==> src/rtl/para_pkg.sv <==
// Shared parameter-path package: word/address/page sizes, the save FSM state
// encoding and the APB32 mailbox bit positions. The load path imports it too.
package para_pkg;

    localparam int PARAM_DATA_W     = 16;
    localparam int PARAM_DEPTH      = 256;
    localparam int FLASH_ADDR_W     = 24;
    localparam int FLASH_PAGE_WORDS = 128;

    typedef enum logic [2:0] {
        ST_IDLE,
        ST_START,
        ST_STREAM,
        ST_WAIT,
        ST_FINISH
    } para_state_t;

    // i_apb32bus0 fields
    localparam int APB_CLEAR_BIT = 31;
    localparam int APB_PUSH_BIT  = 16;

    // o_apb32bus0 fields
    localparam int APB_BUSY_BIT  = 31;
    localparam int APB_FULL_BIT  = 30;
    localparam int APB_DONE_BIT  = 29;
    localparam int APB_DROP_BIT  = 28;
    localparam int APB_EMPTY_BIT = 16;

endpackage

==> src/rtl/para_save_if.sv <==
// Flash program-burst handshake between para_save (master) and the flash
// controller (slave).
//   wr_start : one-cycle pulse per burst
//   addr/len : burst byte address and word count, held until wr_done
//   data_req : controller asks for the next word
//   data     : word to program, qualified by data_vld one cycle after data_req
//   wr_done  : one-cycle pulse, burst programmed
interface para_save_if #(
    parameter int DATA_W = 16,
    parameter int ADDR_W = 24
);
    logic              wr_start;
    logic [ADDR_W-1:0] addr;
    logic [15:0]       len;
    logic              data_req;
    logic [DATA_W-1:0] data;
    logic              data_vld;
    logic              wr_done;

    modport master (
        output wr_start, addr, len, data, data_vld,
        input  data_req, wr_done
    );

    modport slave (
        input  wr_start, addr, len, data, data_vld,
        output data_req, wr_done
    );
endinterface

==> src/rtl/para_save_fifo.sv <==
// Single-clock synchronous FIFO for the parameter save buffer.
//   clk     : clock
//   clr     : synchronous flush (pointers, count, read register)
//   wr_en   : write wr_data when not full
//   rd_en   : pop when not empty; rd_data valid the following cycle
//   count   : words currently held; full / empty flags
module para_save_fifo #(
    parameter int DATA_W = 16,
    parameter int DEPTH  = 256
) (
    input  logic                       clk,
    input  logic                       clr,
    input  logic                       wr_en,
    input  logic [DATA_W-1:0]          wr_data,
    input  logic                       rd_en,
    output logic [DATA_W-1:0]          rd_data,
    output logic [$clog2(DEPTH):0]     count,
    output logic                       full,
    output logic                       empty
);
    localparam int PTR_W = $clog2(DEPTH);
    localparam int CNT_W = PTR_W + 1;

    logic [DATA_W-1:0] mem [DEPTH];
    logic [PTR_W-1:0]  wr_ptr;
    logic [PTR_W-1:0]  rd_ptr;
    logic              do_wr;
    logic              do_rd;

    assign full  = (count == CNT_W'(DEPTH));
    assign empty = (count == '0);
    assign do_wr = wr_en && !full;
    assign do_rd = rd_en && !empty;

    always_ff @(posedge clk) begin
        if (clr) begin
            wr_ptr  <= '0;
            rd_ptr  <= '0;
            count   <= '0;
            rd_data <= '0;
        end else begin
            if (do_wr) wr_ptr <= wr_ptr + 1'b1;
            if (do_rd) begin
                rd_data <= mem[rd_ptr];
                rd_ptr  <= rd_ptr + 1'b1;
            end
            case ({do_wr, do_rd})
                2'b10:   count <= count + 1'b1;
                2'b01:   count <= count - 1'b1;
                default: count <= count;
            endcase
        end
    end

    always_ff @(posedge clk) begin
        if (do_wr) mem[wr_ptr] <= wr_data;
    end
endmodule

==> src/rtl/para_save.sv <==
// Parameter write-back: buffers 16-bit words pushed through the APB32 mailbox
// and streams them to the flash controller as page-sized program bursts.
//   i_clk, i_rst     : clock, synchronous active-high reset
//   i_apb32bus0      : [31] clear (level), [16] push strobe (edge), [15:0] data
//   o_apb32bus0      : [31] busy [30] full [29] done [28] drop [16] empty [15:0] count
//   i_save_start     : start a save of the whole buffer at i_base_addr
//   flash            : program-burst handshake to the flash controller
//
// state     | meaning
// ----------+------------------------------------------------------------
// ST_IDLE   | accepting pushes, waiting for i_save_start
// ST_START  | wr_start pulse, burst counter loaded from len
// ST_STREAM | one buffer word popped per data_req until burst counter is 0
// ST_WAIT   | waiting for wr_done; one extra cycle (reload) to size next burst
// ST_FINISH | set done, back to idle
module para_save
    import para_pkg::*;
#(
    parameter int DATA_W     = PARAM_DATA_W,
    parameter int DEPTH      = PARAM_DEPTH,
    parameter int ADDR_W     = FLASH_ADDR_W,
    parameter int PAGE_WORDS = FLASH_PAGE_WORDS
) (
    input  logic              i_clk,
    input  logic              i_rst,
    input  logic [31:0]       i_apb32bus0,
    output logic [31:0]       o_apb32bus0,
    input  logic              i_save_start,
    input  logic [ADDR_W-1:0] i_base_addr,
    para_save_if.master       flash
);
    localparam int CNT_W = $clog2(DEPTH) + 1;

    para_state_t       state;
    para_state_t       state_next;
    logic              clear;
    logic              push_q;
    logic              push_evt;
    logic [DATA_W-1:0] push_data;
    logic              fifo_clr;
    logic              fifo_wr;
    logic              fifo_full;
    logic              fifo_empty;
    logic [CNT_W-1:0]  fifo_count;
    logic [DATA_W-1:0] fifo_rd_data;
    logic              pop;
    logic [CNT_W-1:0]  remaining;
    logic [ADDR_W-1:0] addr;
    logic [15:0]       len;
    logic [15:0]       burst_cnt;
    logic              reload;
    logic              done;
    logic              drop;
    logic              data_vld;
    logic              unused_bits;

    function automatic logic [15:0] burst_len(input logic [15:0] words);
        return (words > 16'(PAGE_WORDS)) ? 16'(PAGE_WORDS) : words;
    endfunction

    assign clear       = i_apb32bus0[APB_CLEAR_BIT];
    assign unused_bits = ^i_apb32bus0[30:17];

    // Push strobe edge is registered along with its data, so the FIFO write
    // lands one cycle after the edge is seen.
    always_ff @(posedge i_clk) begin
        if (i_rst) begin
            push_q    <= 1'b0;
            push_evt  <= 1'b0;
            push_data <= '0;
        end else begin
            push_q    <= i_apb32bus0[APB_PUSH_BIT];
            push_evt  <= i_apb32bus0[APB_PUSH_BIT] && !push_q;
            push_data <= i_apb32bus0[DATA_W-1:0];
        end
    end

    assign fifo_clr = i_rst || clear;
    assign fifo_wr  = push_evt && !clear && (state == ST_IDLE) && !fifo_full;
    assign pop      = (state == ST_STREAM) && flash.data_req && (burst_cnt != '0) && !clear;

    para_save_fifo #(
        .DATA_W (DATA_W),
        .DEPTH  (DEPTH)
    ) u_fifo (
        .clk     (i_clk),
        .clr     (fifo_clr),
        .wr_en   (fifo_wr),
        .wr_data (push_data),
        .rd_en   (pop),
        .rd_data (fifo_rd_data),
        .count   (fifo_count),
        .full    (fifo_full),
        .empty   (fifo_empty)
    );

    always_ff @(posedge i_clk) begin
        if (i_rst) state <= ST_IDLE;
        else       state <= state_next;
    end

    always_comb begin
        state_next = state;
        unique case (state)
            ST_IDLE:   if (i_save_start && fifo_count != '0) state_next = ST_START;
            ST_START:  state_next = ST_STREAM;
            ST_STREAM: if (pop && burst_cnt == 16'd1) state_next = ST_WAIT;
            ST_WAIT: begin
                if (reload) state_next = ST_START;
                else if (flash.wr_done && 16'(remaining) == len) state_next = ST_FINISH;
            end
            ST_FINISH: state_next = ST_IDLE;
            default:   state_next = ST_IDLE;
        endcase
        if (clear) state_next = ST_IDLE;
    end

    always_ff @(posedge i_clk) begin
        if (i_rst) begin
            remaining <= '0;
            addr      <= '0;
            len       <= '0;
            burst_cnt <= '0;
            reload    <= 1'b0;
            done      <= 1'b0;
            drop      <= 1'b0;
            data_vld  <= 1'b0;
        end else begin
            data_vld <= pop;
            reload   <= 1'b0;
            if (clear) begin
                done <= 1'b0;
                drop <= 1'b0;
            end else begin
                if (push_evt && (state != ST_IDLE || fifo_full)) drop <= 1'b1;
                unique case (state)
                    ST_IDLE: begin
                        if (i_save_start) begin
                            if (fifo_count == '0) begin
                                done <= 1'b1;
                            end else begin
                                done      <= 1'b0;
                                remaining <= fifo_count;
                                addr      <= i_base_addr;
                                len       <= burst_len(16'(fifo_count));
                            end
                        end
                    end
                    ST_START:  burst_cnt <= len;
                    ST_STREAM: if (pop) burst_cnt <= burst_cnt - 16'd1;
                    ST_WAIT: begin
                        if (reload) begin
                            len <= burst_len(16'(remaining));
                        end else if (flash.wr_done) begin
                            addr      <= addr + ADDR_W'({len, 1'b0});
                            remaining <= remaining - CNT_W'(len);
                            // Non-final burst: spend one cycle sizing the next one.
                            reload    <= (16'(remaining) != len);
                        end
                    end
                    ST_FINISH: done <= 1'b1;
                    default: ;
                endcase
            end
        end
    end

    assign flash.wr_start = (state == ST_START);
    assign flash.addr     = addr;
    assign flash.len      = len;
    assign flash.data     = fifo_rd_data;
    assign flash.data_vld = data_vld;

    always_comb begin
        o_apb32bus0                = '0;
        o_apb32bus0[15:0]          = 16'(fifo_count);
        o_apb32bus0[APB_BUSY_BIT]  = (state != ST_IDLE);
        o_apb32bus0[APB_FULL_BIT]  = fifo_full;
        o_apb32bus0[APB_DONE_BIT]  = done;
        o_apb32bus0[APB_DROP_BIT]  = drop;
        o_apb32bus0[APB_EMPTY_BIT] = fifo_empty;
    end
endmodule

==> src/flat_wrapper.sv <==
// flat-port wrapper written by rule: the top's interface ports become plain ports
module para_save_flat import para_pkg::*;
#(
    parameter int DATA_W     = PARAM_DATA_W,
    parameter int DEPTH      = PARAM_DEPTH,
    parameter int ADDR_W     = FLASH_ADDR_W,
    parameter int PAGE_WORDS = FLASH_PAGE_WORDS
)
  (i_clk, i_rst, i_apb32bus0, o_apb32bus0, i_save_start, i_base_addr, flash_wr_start, flash_addr, flash_len, flash_data, flash_data_vld, flash_data_req, flash_wr_done);
  para_save_if #(.DATA_W(DATA_W), .ADDR_W(ADDR_W)) flash_i ();
  input  logic i_clk;
  input  logic i_rst;
  input  logic [31:0] i_apb32bus0;
  output logic [31:0] o_apb32bus0;
  input  logic i_save_start;
  input  logic [ADDR_W-1:0] i_base_addr;
  output wire logic [$bits(flash_i.wr_start)-1:0] flash_wr_start;
  output wire logic [$bits(flash_i.addr)-1:0] flash_addr;
  output wire logic [$bits(flash_i.len)-1:0] flash_len;
  output wire logic [$bits(flash_i.data)-1:0] flash_data;
  output wire logic [$bits(flash_i.data_vld)-1:0] flash_data_vld;
  input wire logic [$bits(flash_i.data_req)-1:0] flash_data_req;
  input wire logic [$bits(flash_i.wr_done)-1:0] flash_wr_done;
  assign flash_wr_start = flash_i.wr_start;
  assign flash_addr = flash_i.addr;
  assign flash_len = flash_i.len;
  assign flash_data = flash_i.data;
  assign flash_data_vld = flash_i.data_vld;
  assign flash_i.data_req = flash_data_req;
  assign flash_i.wr_done = flash_wr_done;
  para_save #(.DATA_W(DATA_W), .DEPTH(DEPTH), .ADDR_W(ADDR_W), .PAGE_WORDS(PAGE_WORDS)) u_core (.i_clk(i_clk), .i_rst(i_rst), .i_apb32bus0(i_apb32bus0), .o_apb32bus0(o_apb32bus0), .i_save_start(i_save_start), .i_base_addr(i_base_addr), .flash(flash_i));
endmodule
==> config.mk <==
export PLATFORM = sky130hd
export DESIGN_NAME = para_save_flat
export DESIGN_NICKNAME = d
export VERILOG_FILES = /design/src/rtl/para_pkg.sv /design/src/rtl/para_save_if.sv /design/src/rtl/para_save_fifo.sv /design/src/rtl/para_save.sv /design/src/flat_wrapper.sv
export SDC_FILE = /design/constraint.sdc
export NUM_CORES = 2
export LEC_CHECK = 0
export BUFFER_PORTS_ARGS = -buffer_cell sky130_fd_sc_hd__buf_2
export CAP_MARGIN = 40
export CORE_MARGIN = 1.5
export CORE_UTILIZATION = 59
export CTS_CLUSTER_DIAMETER = 120
export DETAILED_ROUTE_END_ITERATION = 8
export GPL_ROUTABILITY_DRIVEN = 0
export PLACE_DENSITY = 0.79
export SYNTH_ARGS = -nofsm -noshare
export SYNTH_HDL_FRONTEND = slang
export SYNTH_SLANG_ARGS = --single-unit
export TNS_END_PERCENT = 100
==> constraint.sdc <==
create_clock -name i_clk -period 4.7 [get_ports i_clk]
set_input_delay 0.47 -clock i_clk [delete_from_list [all_inputs] [get_ports i_clk]]
set_output_delay 0.47 -clock i_clk [all_outputs]
set_load 0.02 [all_outputs]
== After elaboration in Yosys (flattened, before gate mapping) ==
Memory sizes are Yosys's and may differ from the RTL's. A register that Yosys moved wholly into a read port is not among the register bits.
Cells that the tools add are included.

* RAM bits: 4096
* Memories kept: 1
* Logic and storage cells: 111
* Bits in registers: 115

{| class="wikitable"
|+ Memories
! name !! words !! width !! read ports !! clocked after Yosys merged registers in !! wr ports !! RTL line !! text
|-
| u_core.u_fifo.mem || 256 || 16 || 1 || 1 || 1 || para_save_fifo.sv:24 || <nowiki>logic [DATA_W-1:0] mem [DEPTH];</nowiki>
|}

* Reductions and logical operators: 35
* Eq/ne operators: 19
* Add/subtract/negate cells: 7
* $lt $le $gt $ge: 2
* Bitwise operators: 3
* Multiplexer cells: 29

{| class="wikitable"
|+ Operators with widths
! operator !! number
|-
| $mux W24 || 4
|-
| $mux W16 || 4
|-
| $pmux W16 S2 || 2
|-
| $mux W9 || 6
|-
| $pmux W24 S2 || 1
|-
| $pmux W9 S2 || 2
|-
| $add A24 B17 Y24 || 1
|-
| $gt A9 B8 Y1 const B || 2
|-
| $add A8 B1 Y8 const B || 2
|-
| $eq A16 B1 Y1 const B || 1
|-
| $eq A9 B16 Y1 || 1
|-
| $ne A9 B16 Y1 || 1
|-
| $reduce_bool A16 Y1 || 1
|-
| $sub A16 B1 Y16 const B || 1
|-
| $logic_and A1 B1 Y1 || 13
|-
| $mux W3 || 4
|-
| $ne A2 B2 Y1 const B || 6
|-
| $pmux W3 S4 || 1
|-
| $add A9 B1 Y9 const B || 1
|-
| $eq A9 B9 Y1 const B || 1
|-
| $logic_not A9 Y1 || 1
|-
| $reduce_bool A9 Y1 || 1
|-
| $sub A9 B1 Y9 const B || 1
|-
| $sub A9 B9 Y9 || 1
|-
| 21 further kinds || 36
|}

== Depth between registers and ports, before layout ==
* Depth in word-level cells: 7
* Mapped depth: 16
* Depth with buffers taken out: 13

== By module ==
Synthesis repeated with hierarchy kept, for this count alone.

* Cells, all modules: 8452
* Area, all modules: 165545.0 um^2

{| class="wikitable"
|+ By module, submodules not included
! module !! area an instance (um^2) !! instances !! cells an instance !! seq. area each (um^2)
|-
| para_save_fifo || 160403.8 || 1 || 7827 || 123818.8
|-
| para_save || 5141.2 || 1 || 625 || 1661.6
|}

== Worst setup path before layout ==
OpenSTA, ideal clock, no wires.

* Kind: register to register
* From: register u_core.push_data[0]
* To: memory u_core.u_fifo.mem[0][0], data pin
* Arrival time: 3382 ps
* Cell stages (with the launch flop): 1
* Required time: 3848 ps
* Slack: 466 ps
* Path through: dfxtp_1

{| class="wikitable"
|+ RTL lines
! what !! RTL line !! text
|-
| start, declared || para_save.sv:39 || <nowiki>logic [DATA_W-1:0] push_data;</nowiki>
|-
| start signal, assigned || para_save.sv:74 || <nowiki>push_data <= i_apb32bus0[DATA_W-1:0];</nowiki>
|-
| end, declared || para_save_fifo.sv:24 ||
|}

No word-level cell before the write port.

==> out/metrics.yaml <==
status: "finished with violations"
violations: "DRC"
arrival_ns: 5.01
crit_path_top_delay_cell: "a2bb2oi_1"
drt_iter0_drc: 14500
fin_worst_skew_ns: 0.0770
detail-route-antenna-nets: 0
grt_overflow: 0
critPathLaunchType: "flop"
root_buffer: "clkbuf_16"
hold_class: "in -> reg"
max_cap_violations: 0
drc: 20
crit_buf_inv: 1
cellPowerDensity_nw_per_um2: 401
required_ns: 5.52
cts_setup_buffers: 0
hold_buffers: 43
grt_usage_pct: 32.2
initial_core_util_pct: 59.2
portBuffers: 111
period_needed_ns: 4.19
htreeDepth: 5
fin_cells: 12300
fmax_ghz: 0.239
multi_input_area_um2: 35500
seq_area_frac_synth_pct: 76.7
reg2reg_depth: 7
ys.flop_type: "edfxtp_1"
via_per_inst: 7.10
timing.final.hold_violations: 0
min_to: "u_core.flash.addr[12]$_SDFFE_PP0P_"
path_class: "reg -> reg"
cpLargestDelayFamily: "compound AO/OA/AOI/OAI gates"
reg2reg_from: "u_core.u_fifo.rd_ptr[2]$_SDFFE_PP0P_"
register_area_um2: 126000
clockBufferDepth: 4
n_fill_cell: 16200
dr_total_vias: 87600
dp_cells: 11500
final_layout_size_suffix_gt1_share_pct: 27.2
dieWidth_um: 530
grt_pass1_wl_um: 637000
synth_top_area_cell: "edfxtp_1"
coreArea_um2: 276000
synth_seq_cells: 4220
dieArea_um2: 281000
setup-tns-final_ns: 0
dp_hpwl_um: 253000
synth_area_leaders: "edfxtp_1 75%, mux4_2 14%, dfxtp_1 1.5%, mux2i_1 1.5%, nor2_1 0.85%"
worst_pin_slew_ns: 1.33
slew_headroom_pct: 11.1
drt-pass1-iter-count: 9
r2r-end: "u_core.u_fifo.rd_data[6]$_SDFFE_PP0P_"
finalPower_uw: 74200
grt_max_degree: 191
min_period_over_period_pct: 89.1
numCtsBuffers: 404
antenna_found_initial: 32
syn_area_per_cell_um2: 21.5
end_kind: "flop"
clk_pin_slew_ns: 0.06
yosysWarnings: 0
hold_start: "i_base_addr[12]"
crit_fanout: 55
stdcell_area_um2: 185000
grt_pass1_vias: 87100
slew_violations: 0
netlist_instances: 7619
cts_num_sinks: 4220
p_leak_uw: 0.0632
cts_tree: "built"
cp_cell_sequence: "inv_8, nor2_2, a211oi_1, a211oi_1, a2bb2oi_1, and3_1, o31ai_1"
synthArstFlopShare_pct: 0
wl_per_cell_um: 36.6
place_area_um2: 171000
rows: 193
area_delta_synth_final_pct: 12.9
setup_violations: 0
final_util_pct: 66.9
io_pins: 151
synth_top_area_share_pct: 75.2
syn_area_um2: 164000
max_stage_delay_ns: 0.78
crit_top_cell: "a211oi_1"
irDropWorstVdd_uv: 388
rrSetupSlack_ns: 0.51
synth_edf_count: 4096
routed_wl_um: 452000
die_h_um: 530
fin_nets: 8390
clk_latency_ns: 0.97
cts-resized-gates: 0
ys_types: 91
whs_path_depth: 5
rsz0062_at_grt: "false"
layer usage:
metal | part of all wire [%] | track usage [%]
met1 | 33 | 40.8
met2 | 47 | 49.8
met3 | 13 | 9.21
met4 | 7.3 | 19.6
met5 | 0.050 | 0
how the worst max path moves through the flow:
stage,from,end,slack [ns],cells after the start
after floorplan,u_core.push_data[0]$_SDFF_PP0_,u_core.u_fifo.mem[0][0]$_DFFE_PP_,0.47,0
after global placement,u_core.burst_cnt[10]$_SDFFE_PP0P_,u_core.u_fifo.count[8]$_SDFFE_PP0P_,0.64,13
after detailed placement,u_core.burst_cnt[10]$_SDFFE_PP0P_,u_core.u_fifo.count[8]$_SDFFE_PP0P_,0.69,13
after CTS,u_core.u_fifo.rd_ptr[0]$_SDFFE_PP0P_,u_core.u_fifo.rd_data[4]$_SDFFE_PP0P_,0.61,13
after global routing,u_core.u_fifo.count[0]$_SDFFE_PP0P_,u_core.u_fifo.count[8]$_SDFFE_PP0P_,0.35,13
final,u_core.u_fifo.rd_ptr[2]$_SDFFE_PP0P_,u_core.u_fifo.rd_data[6]$_SDFFE_PP0P_,0.51,7
worst reg2reg max path, stage by stage, from the launching register on:
cell       delay, ns
dfxtp_4         0.74
inv_8           0.36
nor2_2          0.83
a211oi_1        0.32
a211oi_1        0.31
a2bb2oi_1       0.78
and3_1          0.60
o31ai_1         0.13
registers in the layout, summed over array words and instances (netlist names), 3 cells and up:
register / cells
u_core.state: 3
u_core.u_fifo.count: 9
u_core.push_data: 16
u_core.u_fifo.wr_ptr: 8
u_core.u_fifo.rd_ptr: 8
u_core.flash.addr: 24
u_core.flash.len: 9
u_core.u_fifo.rd_data: 16
u_core.u_fifo.mem: 4096
u_core.burst_cnt: 16
u_core.remaining: 9
layout make-up:
class	instances	share of cell area [%]
repair buffers	717	3.34
clock buffers	486	5.72
clock inverters	243	1.21
diodes	16	0.0217
flip-flops and latches	4220	67.9
well taps	3705	2.51
multi-input cells	2917	19.2
inverters	34	0.0731
stage by stage:
step | hold WS, ns | worst slack (ns)
after detailed placement | 0.385 | 0.690
after floorplan | 0.367 | 0.466
after global routing | 0.0736 | 0.347
after CTS | 0.0218 | 0.609
final | 0.0501 | 0.515
after global placement | 0.377 | 0.637
report_power, final:
part	internal (uW)	switching [uW]
sequential	41200	120
combinational	126	657
clock	18000	14100
total	59300	14800
cells in the final DEF, fill, tap and decap left out, drive strengths merged, types with 14 or more instances in the layout:
cell	netlist	layout
a211oi	68	68
a21oi	101	101
a221oi	51	51
a22o	15	15
a22oi	117	117
a31oi	18	18
and2	17	17
and3	28	28
buf	309	674
bufinv	0	35
clkbuf	163	486
clkinv	1	183
clkinvlp	0	14
conb	1	25
dfxtp	124	124
diode	0	16
dlygate4sd3	0	43
edfxtp	4096	4096
ha	32	32
inv	33	45
mux2i	246	246
mux4	1025	1025
nand2	148	148
nand3	63	63
nand4	23	23
nor2	372	372
nor2b	46	46
nor3	57	57
o21ai	93	93
o22ai	129	129
xnor2	16	16
synthesized netlist by cell type, types with 13 or more instances:
cell	n
a21oi_1	100
o31ai_1	13
ha_1	32
a22oi_1	116
edfxtp_1	4096
nand2_1	136
o21ai_0	86
xnor2_1	16
buf_6	54
mux2i_1	246
o22ai_1	129
mux4_2	1025
o2111ai_1	13
buf_4	92
a31oi_1	18
clkbuf_1	163
and2_1	16
nor2_1	372
nor3_1	53
nand4_1	23
inv_1	32
a211oi_1	67
a221oi_1	51
and3_1	27
dfxtp_1	124
buf_1	37
nor2b_1	46
buf_2	121
a22o_1	15
nand3_1	58
cells by family after synthesis:
family	Yosys count	synth area share [%]
AO/OA/AOI/OAI	733	3.12
flip-flops	4220	76.7
adder cells (fa/ha/maj)	35	0.281
multiplexers	1280	15.7
XOR/XNOR	26	0.139
other	1	0.00229
buffers and inverters	506	1.75
AND/OR/NAND/NOR	818	2.35
No activity file was read; power rests on OpenSTA's default activity.
